File: config.mk
export PLATFORM = sky130hd
export DESIGN_NAME = hilo_mult_unit
export DESIGN_NICKNAME = d
export VERILOG_FILES = /design/src/rtl/hilo_mult_unit.sv
export SDC_FILE = /design/constraint.sdc
export NUM_CORES = 1
export LEC_CHECK = 0
export CORE_MARGIN = 3
export CORE_UTILIZATION = 45
export DETAILED_ROUTE_END_ITERATION = 8
export GPL_TIMING_DRIVEN = 0
export PLACE_DENSITY = 0.65
export SYNTH_ARGS = -nofsm -noshare
export SYNTH_HDL_FRONTEND = slang
export SYNTH_SLANG_ARGS = --single-unit
File: constraint.sdc
create_clock -name clk -period 6.15 [get_ports clk]
set_input_delay 0.9225 -clock clk [delete_from_list [all_inputs] [get_ports clk]]
set_output_delay 0.9225 -clock clk [all_outputs]
set_load 0.01 [all_outputs]
File: src/rtl/hilo_mult_unit.sv
// HI/LO multiply unit: 32-iteration shift-add multiplier with a sign/accumulate fix-up,
// architectural HI/LO registers and direct move-to-HI/LO.
module hilo_mult_unit (
  input  logic        clk,
  input  logic        rst,
  input  logic        start,
  input  logic [1:0]  op,
  input  logic [31:0] a,
  input  logic [31:0] b,
  input  logic        mthi,
  input  logic        mtlo,
  input  logic [31:0] wdata,
  output logic [31:0] hi,
  output logic [31:0] lo,
  output logic        busy,
  output logic        done
);

  typedef enum logic [1:0] {
    S_IDLE,
    S_CALC,
    S_FIX
  } state_t;

  state_t      r_state;
  logic [4:0]  r_cnt;
  logic [1:0]  r_op;
  logic        r_sign;
  logic [31:0] r_mcand;
  logic [63:0] r_prod;
  logic [63:0] r_acc;
  logic [31:0] r_hi;
  logic [31:0] r_lo;
  logic        r_busy;
  logic        r_done;

  logic        w_signed;
  logic [31:0] w_a_mag;
  logic [31:0] w_b_mag;
  logic [32:0] w_sum;
  logic [63:0] w_prod_fix;
  logic [63:0] w_res;

  // op[0]=1 selects unsigned, op[1]=1 selects accumulate
  assign w_signed = ~op[0];
  assign w_a_mag  = (w_signed && a[31]) ? (~a + 32'd1) : a;
  assign w_b_mag  = (w_signed && b[31]) ? (~b + 32'd1) : b;

  // upper half of the product register gets the partial sum, then the whole
  // register shifts right; multiplier bits drain out of the low half
  assign w_sum = {1'b0, r_prod[63:32]}
               + {1'b0, (r_prod[0] ? r_mcand : 32'd0)};

  assign w_prod_fix = (~r_op[0] && r_sign) ? (~r_prod + 64'd1) : r_prod;
  assign w_res      = w_prod_fix + (r_op[1] ? r_acc : 64'd0);

  always_ff @(posedge clk) begin
    if (rst) begin
      r_state <= S_IDLE;
      r_cnt   <= 5'd0;
      r_op    <= 2'd0;
      r_sign  <= 1'b0;
      r_mcand <= 32'd0;
      r_prod  <= 64'd0;
      r_acc   <= 64'd0;
      r_hi    <= 32'd0;
      r_lo    <= 32'd0;
      r_busy  <= 1'b0;
      r_done  <= 1'b0;
    end else begin
      r_done <= 1'b0;
      unique case (r_state)
        S_IDLE: begin
          if (start) begin
            r_state <= S_CALC;
            r_cnt   <= 5'd0;
            r_op    <= op;
            r_sign  <= w_signed & (a[31] ^ b[31]);
            r_mcand <= w_a_mag;
            r_prod  <= {32'd0, w_b_mag};
            r_acc   <= op[1] ? {r_hi, r_lo} : 64'd0;
            r_busy  <= 1'b1;
          end else begin
            if (mthi) r_hi <= wdata;
            if (mtlo) r_lo <= wdata;
          end
        end
        S_CALC: begin
          r_prod <= {w_sum, r_prod[31:1]};
          r_cnt  <= r_cnt + 5'd1;
          if (r_cnt == 5'd31) r_state <= S_FIX;
        end
        S_FIX: begin
          r_hi    <= w_res[63:32];
          r_lo    <= w_res[31:0];
          r_busy  <= 1'b0;
          r_done  <= 1'b1;
          r_state <= S_IDLE;
        end
        default: r_state <= S_IDLE;
      endcase
    end
  end

  assign hi   = r_hi;
  assign lo   = r_lo;
  assign busy = r_busy;
  assign done = r_done;

endmodule

==> results.ini, run 1 <==
[status]
status=completed

[timing]
setup_violations=0
hold_viol=0
tightest_slew_ps=1290
rsz0062_at_grt=no
fin_crit_ps=5770
timing.fmax_mhz=173
slew-limit-headroom=0.139
finalCritPeriodShare=0.938
drv_slew=0
clock_skew_ps=14.2
fin_tns_setup_ps=0

[worst_setup_path]
path_max_fanout=10
cp.required_ps=6600
cp-start-kind=flop
path_delay_family=compound AO/OA/AOI/OAI gates
r2r_cells=14
path_buf_inv=2
critPathKind=reg2reg
regToRegSetupSlack_ps=380
regToRegStartpoint=r_op[0]
crit_chain=nor2b_1, clkbuf_1, clkbuf_1, o21ai_0, ha_1, a21o_1, and4_1, o21ai_0, a2111oi_2, nor3_2, o21ai_1, a311oi_1, xor2_1, a2111oi_0
arrival_ps=6220
slowest_stage=clkbuf_1
reg2reg_to=hi[15]
critPathMaxStageDelay_ps=580
crit_start=r_op[0]
end_kind=flop

[clock_tree]
cts_tree=built
root_buffer=clkbuf_16
path_clk_slew_ps=60
numCtsBuffers=29
postCtsHoldBufs=0
insertion_delay_ps=580
clockBufferDepth=3
htreeDepth=1
post_cts_buffers=0
cts_sinks=236

[power_and_ir_drop]
internal-power_uw=2940
clockPowerShare=0.408
power_switching_share=0.319
max-vdd-ir-drop_mv=0.165
pwr-share-seq=0.390
powerDensity_nw_per_um2=208
switching_power_uw=1380
pwr-share-comb=0.202
p_leak_uw=0.00802

[place]
gp_congestion=1.00
place.port_buffers=167
dp.cells=3047
place_hpwl_um=56100

[min_path]
hold_class=reg2reg
hold_depth=2
hold_start=r_acc[61]
hold_end=r_acc[61]

[synthesis]
ys_warn_count=0
synth_area_leaders=dfxtp_1 (27%), a21oi_1 (8.3%), ha_1 (7.1%)
synth_top_area_frac=0.270
synth_top_area_cell=dfxtp_1
seq_area_frac_synth=0.270
synth-edff-count=0
synth.most_common_cell=a21oi_1
synth_common_cells=a21oi_1 (289), nand2_1 (288), dfxtp_1 (236)
postSynthCellCount=2369
synth.net_count=2574
syn_area_um2=17500
async_flop_share=0
synthFlopType=dfxtp_1
ys_ff_latch=236
syn_avg_cell_area_um2=7.40
netlist-cell-type-count=75

[routing]
dr.pass1.iters=6
avgViaCountPerCell=6.06
vias=18800
drc=0
ant_nets=0
wirelength_um=71200
avgRoutedWirePerCell_um=23.0
drtIter0Drc=1845

[job]
maxCapViolCount=0

[floorplanning]
die_x_um=203
die_h_um=203
core_um2=38000
ios=169
num_rows=71
dieArea_um2=41300
start_util=0.461

[cells_and_area]
multiInputGateArea_um2=12100
area_growth_pct=18.7
nets=2772
antenna_cells=0
stdcell_count=3101
seqCellArea_um2=4720
fillers=3803
drive_above_1_share=0.0317

[grt]
antenna_found_initial=0
grt_pass1_wl_um=107000
grt_pass1_vias=17800
grt-ovfl-total=0
grt_max_degree=15
grt.total_usage=0.331

==> power groups by stage <==
stage	clock (µW)	sequential, µW	combinational (µW)
after global routing	1840	1690	946
after floorplan	0	1700	490
after detailed placement	0	1720	857
final	1760	1690	876
after CTS	1770	1680	862
after global placement	0	1710	847
==> worst min-delay path: stages, from the launching register on <==
cell	delay [ps]
dfxtp_1	300
nand2_1	50
a21oi_1	50
==> metrics by stage <==
stage | setup slack (ps) | power (µW) | util | hold slack, ps | cell area (µm²)
5_1_grt | 163 | 4480 | 0.547 | 464 | 20800
6_report | 381 | 4330 | 0.547 | 448 | 20800
3_3_place_gp | 324 | 2560 | 0.522 | 434 | 19800
4_1_cts | 344 | 4320 | 0.547 | 449 | 20800
3_5_place_dp | 355 | 2570 | 0.522 | 440 | 19800
2_1_floorplan | 1770 | 2190 | - | 427 | 17500
==> layout make-up <==
class | count | share of cell area
Clock buffer | 39 | 0.0391
Buffer | 150 | 0.0275
Timing Repair Buffer | 167 | 0.0803
Inverter | 39 | 0.00704
Sequential cell | 236 | 0.227
Clock inverter | 15 | 0.00710
Tap cell | 511 | 0.0307
Multi-Input combinational cell | 1944 | 0.581
==> metal layers <==
layer	track usage	part of all wire	vias up
li1	-	-	8976
met1	0.466	0.45	8925
met2	0.525	0.44	764
met3	0.0417	0.071	133
met4	0.109	0.035	0
met5	0	0	-
==> cell families (layout without fill, tap and decap cells) <==
| logic type | after synthesis | in the layout | share of synthesized area |
|---|---|---|---|
| simple gates | 905 | 905 | 0.251 |
| xor+xnor | 186 | 186 | 0.0930 |
| buf+inv | 189 | 410 | 0.0411 |
| flops | 236 | 236 | 0.270 |
| fa+ha+maj | 102 | 102 | 0.0737 |
| compound gates | 747 | 747 | 0.269 |
| mux | 4 | 4 | 0.00228 |
==> how the worst max path moves through the flow <==
stage / to / slack (ps) / cells past startpoint
floorplan: hi[27] / 1770 / 18
global placement: hi[22] / 320 / 15
detailed placement: hi[22] / 360 / 15
CTS: hi[22] / 340 / 15
global route: hi[15] / 160 / 14
finish: hi[15] / 380 / 14
==> flip-flops by register name, summed over array words and instances (netlist names) <==
name and cells:
r_sign 1, r_cnt 5, r_mcand 32, lo 32
done 1, busy 1, r_prod 64, r_acc 64
r_state 2, r_op 2, hi 32
==> layout by cell type (no fill, tap or decap), drive strengths merged, types with 14 or more instances in the layout <==
cell type and count:
and2 106, a21oi 289, nor4 27, a31oi 31
nand3 110, dfxtp 236, xor2 84, nand4 27
a211oi 34, a311oi 36, clkbuf 176, inv 41
o21a 23, ha 100, a21o 44, clkdlybuf4s50 167
xnor2 102, or3 27, a22oi 33, o211ai 18
nor2 195, nor3 56, o21bai 18, o31ai 14
o21ai 118, nand2 288
==> what timing repair did <==
| item | 4_1_cts | 5_1_grt |
|---|---|---|
| setup endpoints to repair | 0 | 1 |
| endpoints found under the hold margin | 0 | 0 |
| gates resized for setup | 0 | 2 |
Power figures use the tool's default switching activity.
==> run 2: changes to the inputs <==
--- a/config.mk
+++ b/config.mk
@@ -5,11 +5,14 @@
 export SDC_FILE = /design/constraint.sdc
 export NUM_CORES = 1
 export LEC_CHECK = 0
+export CORE_ASPECT_RATIO = 0.8
 export CORE_MARGIN = 3
 export CORE_UTILIZATION = 45
 export DETAILED_ROUTE_END_ITERATION = 8
+export GPL_ROUTABILITY_DRIVEN = 1
 export GPL_TIMING_DRIVEN = 0
 export PLACE_DENSITY = 0.65
+export SKIP_LAST_GASP = 1
 export SYNTH_ARGS = -nofsm -noshare
 export SYNTH_HDL_FRONTEND = slang
 export SYNTH_SLANG_ARGS = --single-unit
==> run 2 against run 1 <==
Against the previous run:
- global-route usage rose by 0.30 points
- total power grew 0.71%
- via count is 0.45% higher
- final area fell by 0.21%
- first-iteration DRC count rose by 20%
- non-clock buffer count did not move
- count of clock-buffer cells in the layout down 7
- clock skew up 1.5 ps
- wire length rose by 0.35%
- clock power barely moved
- largest cell class unchanged
- utilization is 0.27 points higher
- worst setup slack got worse by 190 ps
==> results.ini, run 2 (synthesis gave the netlist of run 1 again) <==
[worst_setup_path]
path_max_fanout=10
critPathMaxStageDelay_ps=590
path_delay_family=compound AO/OA/AOI/OAI gates
end_kind=flop
crit_end=hi[15]
crit_chain=nor2b_1, clkbuf_1, clkbuf_1, o21ai_0, ha_1, a21o_1, and4_1, o21ai_0, a2111oi_2, nor3_2, o21ai_1, a311oi_1, xor2_1, a2111oi_0
arrival_ps=6390
regToRegSetupSlack_ps=190
critPathKind=reg2reg
path_buf_inv=2
crit_start=r_op[0]
regToRegStartpoint=r_op[0]
slowest_stage=clkbuf_1
cp.required_ps=6590
r2r_cells=14
crit_cells=14
reg2reg_to=hi[15]
cp-start-kind=flop

[timing]
rsz0062_at_grt=no
slew-limit-headroom=0.236
clock_skew_ps=15.7
drv_slew=0
timing.fmax_mhz=168
hold_viol=0
finalCritPeriodShare=0.968
fin_tns_setup_ps=0
setup_violations=0
tightest_slew_ps=1140
fin_crit_ps=5960

[cells_and_area]
stdcell_count=3072
area_growth_pct=18.5
drive_above_1_share=0.0302
nets=2770
top_regs=r_acc (64), r_prod (64)
antenna_cells=0
final_common_cell=a21oi_1
final_util=0.550
final_cell_mix=a21oi_1 (289), nand2_1 (288), dfxtp_1 (236)

[routing]
wirelength_um=71400
vias=18900
drc=0
drtIter0Drc=2221
ant_nets=0
avgRoutedWirePerCell_um=23.3
dr.pass1.iters=6
avgViaCountPerCell=6.15

[clock_tree]
root_buffer=clkbuf_16
htreeDepth=1
numCtsBuffers=27
insertion_delay_ps=580
cts_sinks=236
cts_tree=built
path_clk_slew_ps=60
postCtsHoldBufs=0
cts_resized=0
clockBufferDepth=3
post_cts_buffers=0

[place]
gp_congestion=0.961
place.port_buffers=167
place_hpwl_um=56800
dp.cells=3023

[min_path]
hold_class=reg2reg

[grt]
grt.total_usage=0.334
grt-ovfl-total=0
grt_pass1_wl_um=106000
grt_max_degree=15
antenna_found_initial=0
grt_pass1_vias=17500

[power_and_ir_drop]
max-vdd-ir-drop_mv=0.227
p_leak_uw=0.00802
powerDensity_nw_per_um2=210

[floorplanning]
die_h_um=183
dieArea_um2=41400
start_util=0.464
ios=169
num_rows=63
die_x_um=227
core_um2=37800

[status]
status=completed

[job]
maxCapViolCount=0

run 2: cell count changes in the layout (fill, tap and decap cells not counted), moves of 2 or more:
cell	previous run	this run
clkbuf_8	5	3
bufinv_16	2	5
clkbuf_16	29	27
clkbuf_1	142	139
run 2: power by group:
part	internal, µW	leakage [µW]	switching (µW)
registers	1600	0.00193	81.6
logic	324	0.00562	555
clock network	1050	0.000465	736
run 2: worst min path at each step:
stage	from	to	slack (ps)	cells past startpoint
floorplan	r_acc[31]	r_acc[31]	430	2
global placement	r_acc[61]	r_acc[61]	430	2
detailed placement	r_acc[62]	r_acc[62]	440	2
CTS	r_acc[62]	r_acc[62]	450	2
global route	r_acc[48]	r_acc[48]	460	2
finish	r_acc[62]	r_acc[62]	450	2
run 2: cell type report:
| cell class | count | area [µm²] |
|---|---|---|
| Sequential cell | 236 | 4720 |
| Clock inverter | 17 | 233 |
| Multi-Input combinational cell | 1944 | 12100 |
| Buffer | 150 | 573 |
| Fill cell | 3688 | 17000 |
| Timing Repair Buffer | 167 | 1670 |
| Inverter | 39 | 146 |
| Clock buffer | 32 | 724 |
| Tap cell | 487 | 609 |
run 2: metrics by stage:
step                power [µW]  setup WS, ps  hold slack [ps]  area (µm²)
floorplan                 2190          1770              427       17500
global placement          2570           520              433       19800
detailed placement        2580           503              439       19800
CTS                       4350           448              447       20800
global route              4500          88.9              463       20800
finish                    4360           195              446       20800
run 2: metal layers:
| layer | global-route usage | share of wire | up-vias |
|---|---|---|---|
| li1 | - | - | 8987 |
| met1 | 0.491 | 0.46 | 8876 |
| met2 | 0.509 | 0.42 | 893 |
| met3 | 0.0499 | 0.090 | 126 |
| met4 | 0.0815 | 0.028 | 0 |
| met5 | 0 | 0 | - |
run 2: worst min-delay path, delay by kind of cell, from the launching register on:
kind             cells  cell delay (ps)
AND/OR/NAND/NOR      1               50
flip-flops           1              300
AO/OA/AOI/OAI        1               50
==> RTL edit 1 (settings of run 2) <==
Re-encode `state_t` (3 states) as one-hot, 3 bits wide.
--- a/src/rtl/hilo_mult_unit.sv
+++ b/src/rtl/hilo_mult_unit.sv
@@ -16,10 +16,10 @@
   output logic        done
 );
 
-  typedef enum logic [1:0] {
-    S_IDLE,
-    S_CALC,
-    S_FIX
+  typedef enum logic [2:0] {
+    S_IDLE = 3'b001,
+    S_CALC = 3'b010,
+    S_FIX  = 3'b100
   } state_t;
 
   state_t      r_state;
Check against the original RTL: same outputs for any inputs over 4 cycles, from zero or initial values and one cycle with rst high; so few cycles prove little.
==> RTL edit 1 against run 2 <==
Worst setup slack worse by 13 ps; sequential cell count up 1; non-clock buffer count up 3; synthesized area down 0.17%; sequential share of layout area up 0.11 points; clock power down 8%; largest cell class unchanged; highest routed layer is now met5; routed wire length up 1.3%; final cell count down 0.33%; critical endpoint is now hi[29]; cell area about the same; power down 3.2%; die area down 0.16%.
==> RTL edit 1: results (changes against run 2) <==
- Status: finished clean
- Area contributors post-synth: dfxtp_1 27%, a21oi_1 7.8%, ha_1 7.2%
- Hold path endpoint: r_mcand[31]
- Hold_ws: 449.8 ps (+3.559 ps)
- Xor/xnor share of the synthesized area: 9.405% (+0.11 points)
- Mean post-synth cell area: 7.416 um2 (+0.25%)
- Placed Area: 19780 um2 (-0.15%)
- Mux cell area share after synthesis: 0.3433% (+0.11 points)
- Seq/Total Area, Yosys: 27.12% (+0.16 points)
- Placed insts: 3013 (-0.33%)
- Top post-synthesis cells by count: 271 x a21oi_1, 260 x nand2_1, 237 x dfxtp_1
- Max IR drop VDD: 0.1707 mV (-25%)
- Vias in the first global route: 17.20k (-1.7%)
- Leak pwr: 8.162 nW (+1.8%)
- Post-synth net total: 2564 (-0.39%)
- Initial antenna violation count: 2 (+2)
- Synth Area in Compound Gates: 27.30% (+0.35 points)
- Gate power share: 20.7% (+0.5 points)
- GRT Total Usage: 33.77% (+0.40 points)
- DRT Wirelength: 72.37 mm (+1.3%)
- Post-DP HPWL: 57.98 mm (+2.1%)
- Switching share of power: 31.41% (-0.11 points)
- Pre-CTS setup slack: 50.85 ps (-452.6 ps)
- CP max stage cell: or4_1
- Unique masters post-synth: 83 (+11%)
RTL edit 1: changes by cell type in the layout (fill, tap and decap cells not counted), moves of 12 or more:
cell	change
nand3_1	-14
a31oi_1	-13
a211oi_1	+15
a21oi_1	-19
a22oi_1	+13
xor2_1	+14
nand2_1	-29
xnor2_1	-16
nor4_1	-12
nor2_1	+13
o21ai_0	+12
RTL edit 1: layout make-up:
cell class	instances	area, um2	share of cell area, %
flip-flops and latches	237	4745	22.86
multi-input cells	1926	12080	58.23
inverters	45	168.9	0.8140
clock buffers	37	773.2	3.726
clock inverters	10	116.4	0.5607
well taps	487	609.3	2.936
plain buffers	151	568.0	2.737
repair buffers	169	1687	8.128
RTL edit 1: worst register-to-register path: cells and delay by family (launching register included):
family | cells | cell delay [ps]
compound gates | 8 | 1670
xor+xnor | 2 | 630
fa+ha+maj | 2 | 540
buf+inv | 5 | 950
flops | 1 | 340
simple gates | 5 | 1700
RTL edit 1: layer usage:
metal,global-route usage (%),wire (um),vias up
met4,8.382,2099,2
li1,-,-,8907
met1,50.66,33310,8876
met2,49.55,29590,963
met5,0,13,-
met3,6.224,7364,112
RTL edit 1: cell families after synthesis:
family | Yosys count
xor gates and xnor gates | 187
adders and majority gates | 102
buffers and inverters | 196
and+or+nand+nor | 877
muxes | 6
DFF | 237
AOI/OAI and AO/OA | 754
RTL edit 1: worst max-delay path by stage:
stage | slack, ps | startpoint | to | depth (start not counted)
after floorplan | 1390 | r_prod[6] | hi[26] | 17
after global placement | 20 | r_prod[0] | hi[26] | 21
after detailed placement | 50 | r_prod[0] | hi[26] | 21
after CTS | 60 | r_prod[0] | hi[20] | 19
after global routing | 3 | r_prod[6] | hi[26] | 17
final | 180 | r_prod[0] | hi[29] | 22
==> RTL edit 2 (settings of run 2) <==
Without the edit above. Register the input `b` before use, with the module's reset. The logic sees it one clock later. The other inputs are not delayed to match.
--- a/src/rtl/hilo_mult_unit.sv
+++ b/src/rtl/hilo_mult_unit.sv
@@ -22,6 +22,16 @@
     S_FIX
   } state_t;
 
+  logic [31:0] b_q;
+
+  always_ff @(posedge clk) begin
+    if (rst) begin
+      b_q <= '0;
+    end else begin
+      b_q <= b;
+    end
+  end
+
   state_t      r_state;
   logic [4:0]  r_cnt;
   logic [1:0]  r_op;
@@ -44,7 +54,7 @@
   // op[0]=1 selects unsigned, op[1]=1 selects accumulate
   assign w_signed = ~op[0];
   assign w_a_mag  = (w_signed && a[31]) ? (~a + 32'd1) : a;
-  assign w_b_mag  = (w_signed && b[31]) ? (~b + 32'd1) : b;
+  assign w_b_mag  = (w_signed && b_q[31]) ? (~b_q + 32'd1) : b_q;
 
   // upper half of the product register gets the partial sum, then the whole
   // register shifts right; multiplier bits drain out of the low half
@@ -75,7 +85,7 @@
             r_state <= S_CALC;
             r_cnt   <= 5'd0;
             r_op    <= op;
-            r_sign  <= w_signed & (a[31] ^ b[31]);
+            r_sign  <= w_signed & (a[31] ^ b_q[31]);
             r_mcand <= w_a_mag;
             r_prod  <= {32'd0, w_b_mag};
             r_acc   <= op[1] ? {r_hi, r_lo} : 64'd0;
Formal check against the unedited RTL: no difference found for any inputs over 4 cycles, from zero or initial values and one cycle with rst high; that may be too few to reach the edited logic, so the function may still have changed.
==> RTL edit 2 against run 2 <==
Die area grew 2.4%; sequential share of layout area increased by 2.4 points; first-iteration DRC count is 23% lower; critical path type unchanged; synthesized area up 2.5%; routed wire length is 4.6% lower; cell area increased by 2.7%; final cell count up 1.6%; worst setup slack better by 82 ps; maximum frequency rose by 1.4%; power increased by 6.2%; critical path depth increased by 6; sequential cell count up 32.
==> RTL edit 2: results (changes against run 2) <==
- Met3 WL post-DR: 6.795 mm (+5.9%)
- Vias in the first global route: 17.27k (-1.3%)
- Top Metal Used: met5
- Met1 usage: 43.87% (-5.3 points)
- Post-synth net total: 2576 (+0.078%)
- GR Layer Usage met3: 8.096% (+3.1 points)
- CP max stage cell: nor3_2
- Top post-synthesis cells by count: 303 x nand2_1, 268 x dfxtp_1, 252 x a21oi_1
- Max incr delay on CP: 480 ps (-110 ps)
- Unique masters post-synth: 69 (-8.0%)
- Clk tree area frac: 4.862% (+0.25 points)
- GR Util met2: 45.46% (-5.4 points)
- Signal buffers: 312 (-1.6%)
- Share of cells above drive strength 1: 3.047% (+0.029 points)
- Nets@finish: 2775 (+0.18%)
- Avg Vias per Cell: 5.919 (-3.7%)
- Post-DP HPWL: 54.29 mm (-4.4%)
- Non-clock inverters: 37 (-5.1%)
- Count of multi-input gates: 1921 (-1.2%)
- GRT Total Usage: 30.82% (-2.5 points)
- Multi-input combinational area share: 55.85% (-2.3 points)
- Inserted Clock Buffers: 30 (+11%)
- Fill cell count: 3742 (+1.5%)
- Die area: 42350 um2 (+2.4%)
- GPL Wtd Cong: 0.9408 (-2.1%)
- Worst min-delay path class: reg2reg
- Initial antenna violation count: 3 (+3)
- Seq/Total Area, Yosys: 29.88% (+2.9 points)
- Worst path top cell family by delay: simple AND/OR/NAND/NOR gates
- Fraction of area in registers: 25.15% (+2.4 points)
- Status: finished clean
- Max IR drop VDD: 0.2488 mV (+9.7%)
- WL met2: 27.48 mm (-8.3%)
- Iter 0 DRT Violations: 1704 (-23%)
- DR pass1 iterations: 5 (-1)
- Area contributors post-synth: dfxtp_1 30%, a21oi_1 7.0%, ha_1 7.0%
- Pin count of the biggest net entering global routing: 16 (+1)
- Leak pwr: 8.254 nW (+3.0%)
- Footprint of the multi-input gates: 11910 um2 (-1.4%)
- Clock skew: 13.89 ps (-1.815 ps)
- Total clock sinks: 268 (+14%)
- Clk buf depth: 3 (unchanged)
- Metal-1 WL: 31.57 mm (-4.5%)
- Wire length per cell: 21.83 um (-6.1%)
- Placed Area: 20290 um2 (+2.4%)
-- RTL edit 2: changes by cell type after synthesis, moves of 13 or more --
cell | before | now
nor2b_1 | 12 | 46
xor2_1 | 84 | 67
a21oi_1 | 289 | 252
a311oi_1 | 36 | 49
nand2_1 | 288 | 303
xnor2_1 | 102 | 127
dfxtp_1 | 236 | 268
-- RTL edit 2: final timing paths --
kind	from	slack [ps]	endpoint	depth (start not counted)
max reg2reg	r_prod[0]	280	hi[24]	20
max	r_prod[0]	280	hi[24]	20
min reg2reg	r_acc[8]	450	r_acc[8]	2
min	r_acc[8]	450	r_acc[8]	2
-- RTL edit 2: report_power, final --
group / internal [mW] / switching [mW] / total [mW]
clock: 1.11 / 0.786 / 1.90
sequential: 1.82 / 0.0825 / 1.90
combinational: 0.314 / 0.513 / 0.827
total: 3.24 / 1.38 / 4.62
-- RTL edit 2: logic make-up (layout without fill, tap and decap cells) --
kind of cell	Yosys count	after routing	share of synthesized area [%]
muxes	5	5	0.2857
buffers and inverters	182	404	3.811
and+or+nand+nor	935	935	24.99
adders and majority gates	102	102	7.191
DFF	268	268	29.88
AOI/OAI and AO/OA	685	685	24.39
xor gates and xnor gates	194	194	9.462
-- RTL edit 2: metrics by stage --
step	setup slack, ps	TNS [ps]	instances
after global placement	-94.30	-180.3	3066
final	276.5	0	3121
after CTS	198.4	0	3121
after global routing	8.473	0	3121
after floorplan	1601	0	2371
after detailed placement	-87.05	-166.7	3066
-- RTL edit 2: repair_timing --
action | CTS | global route
setup endpoints to repair | 3 | 4
cloned | 0 | 0
resized for setup | 1 | 2
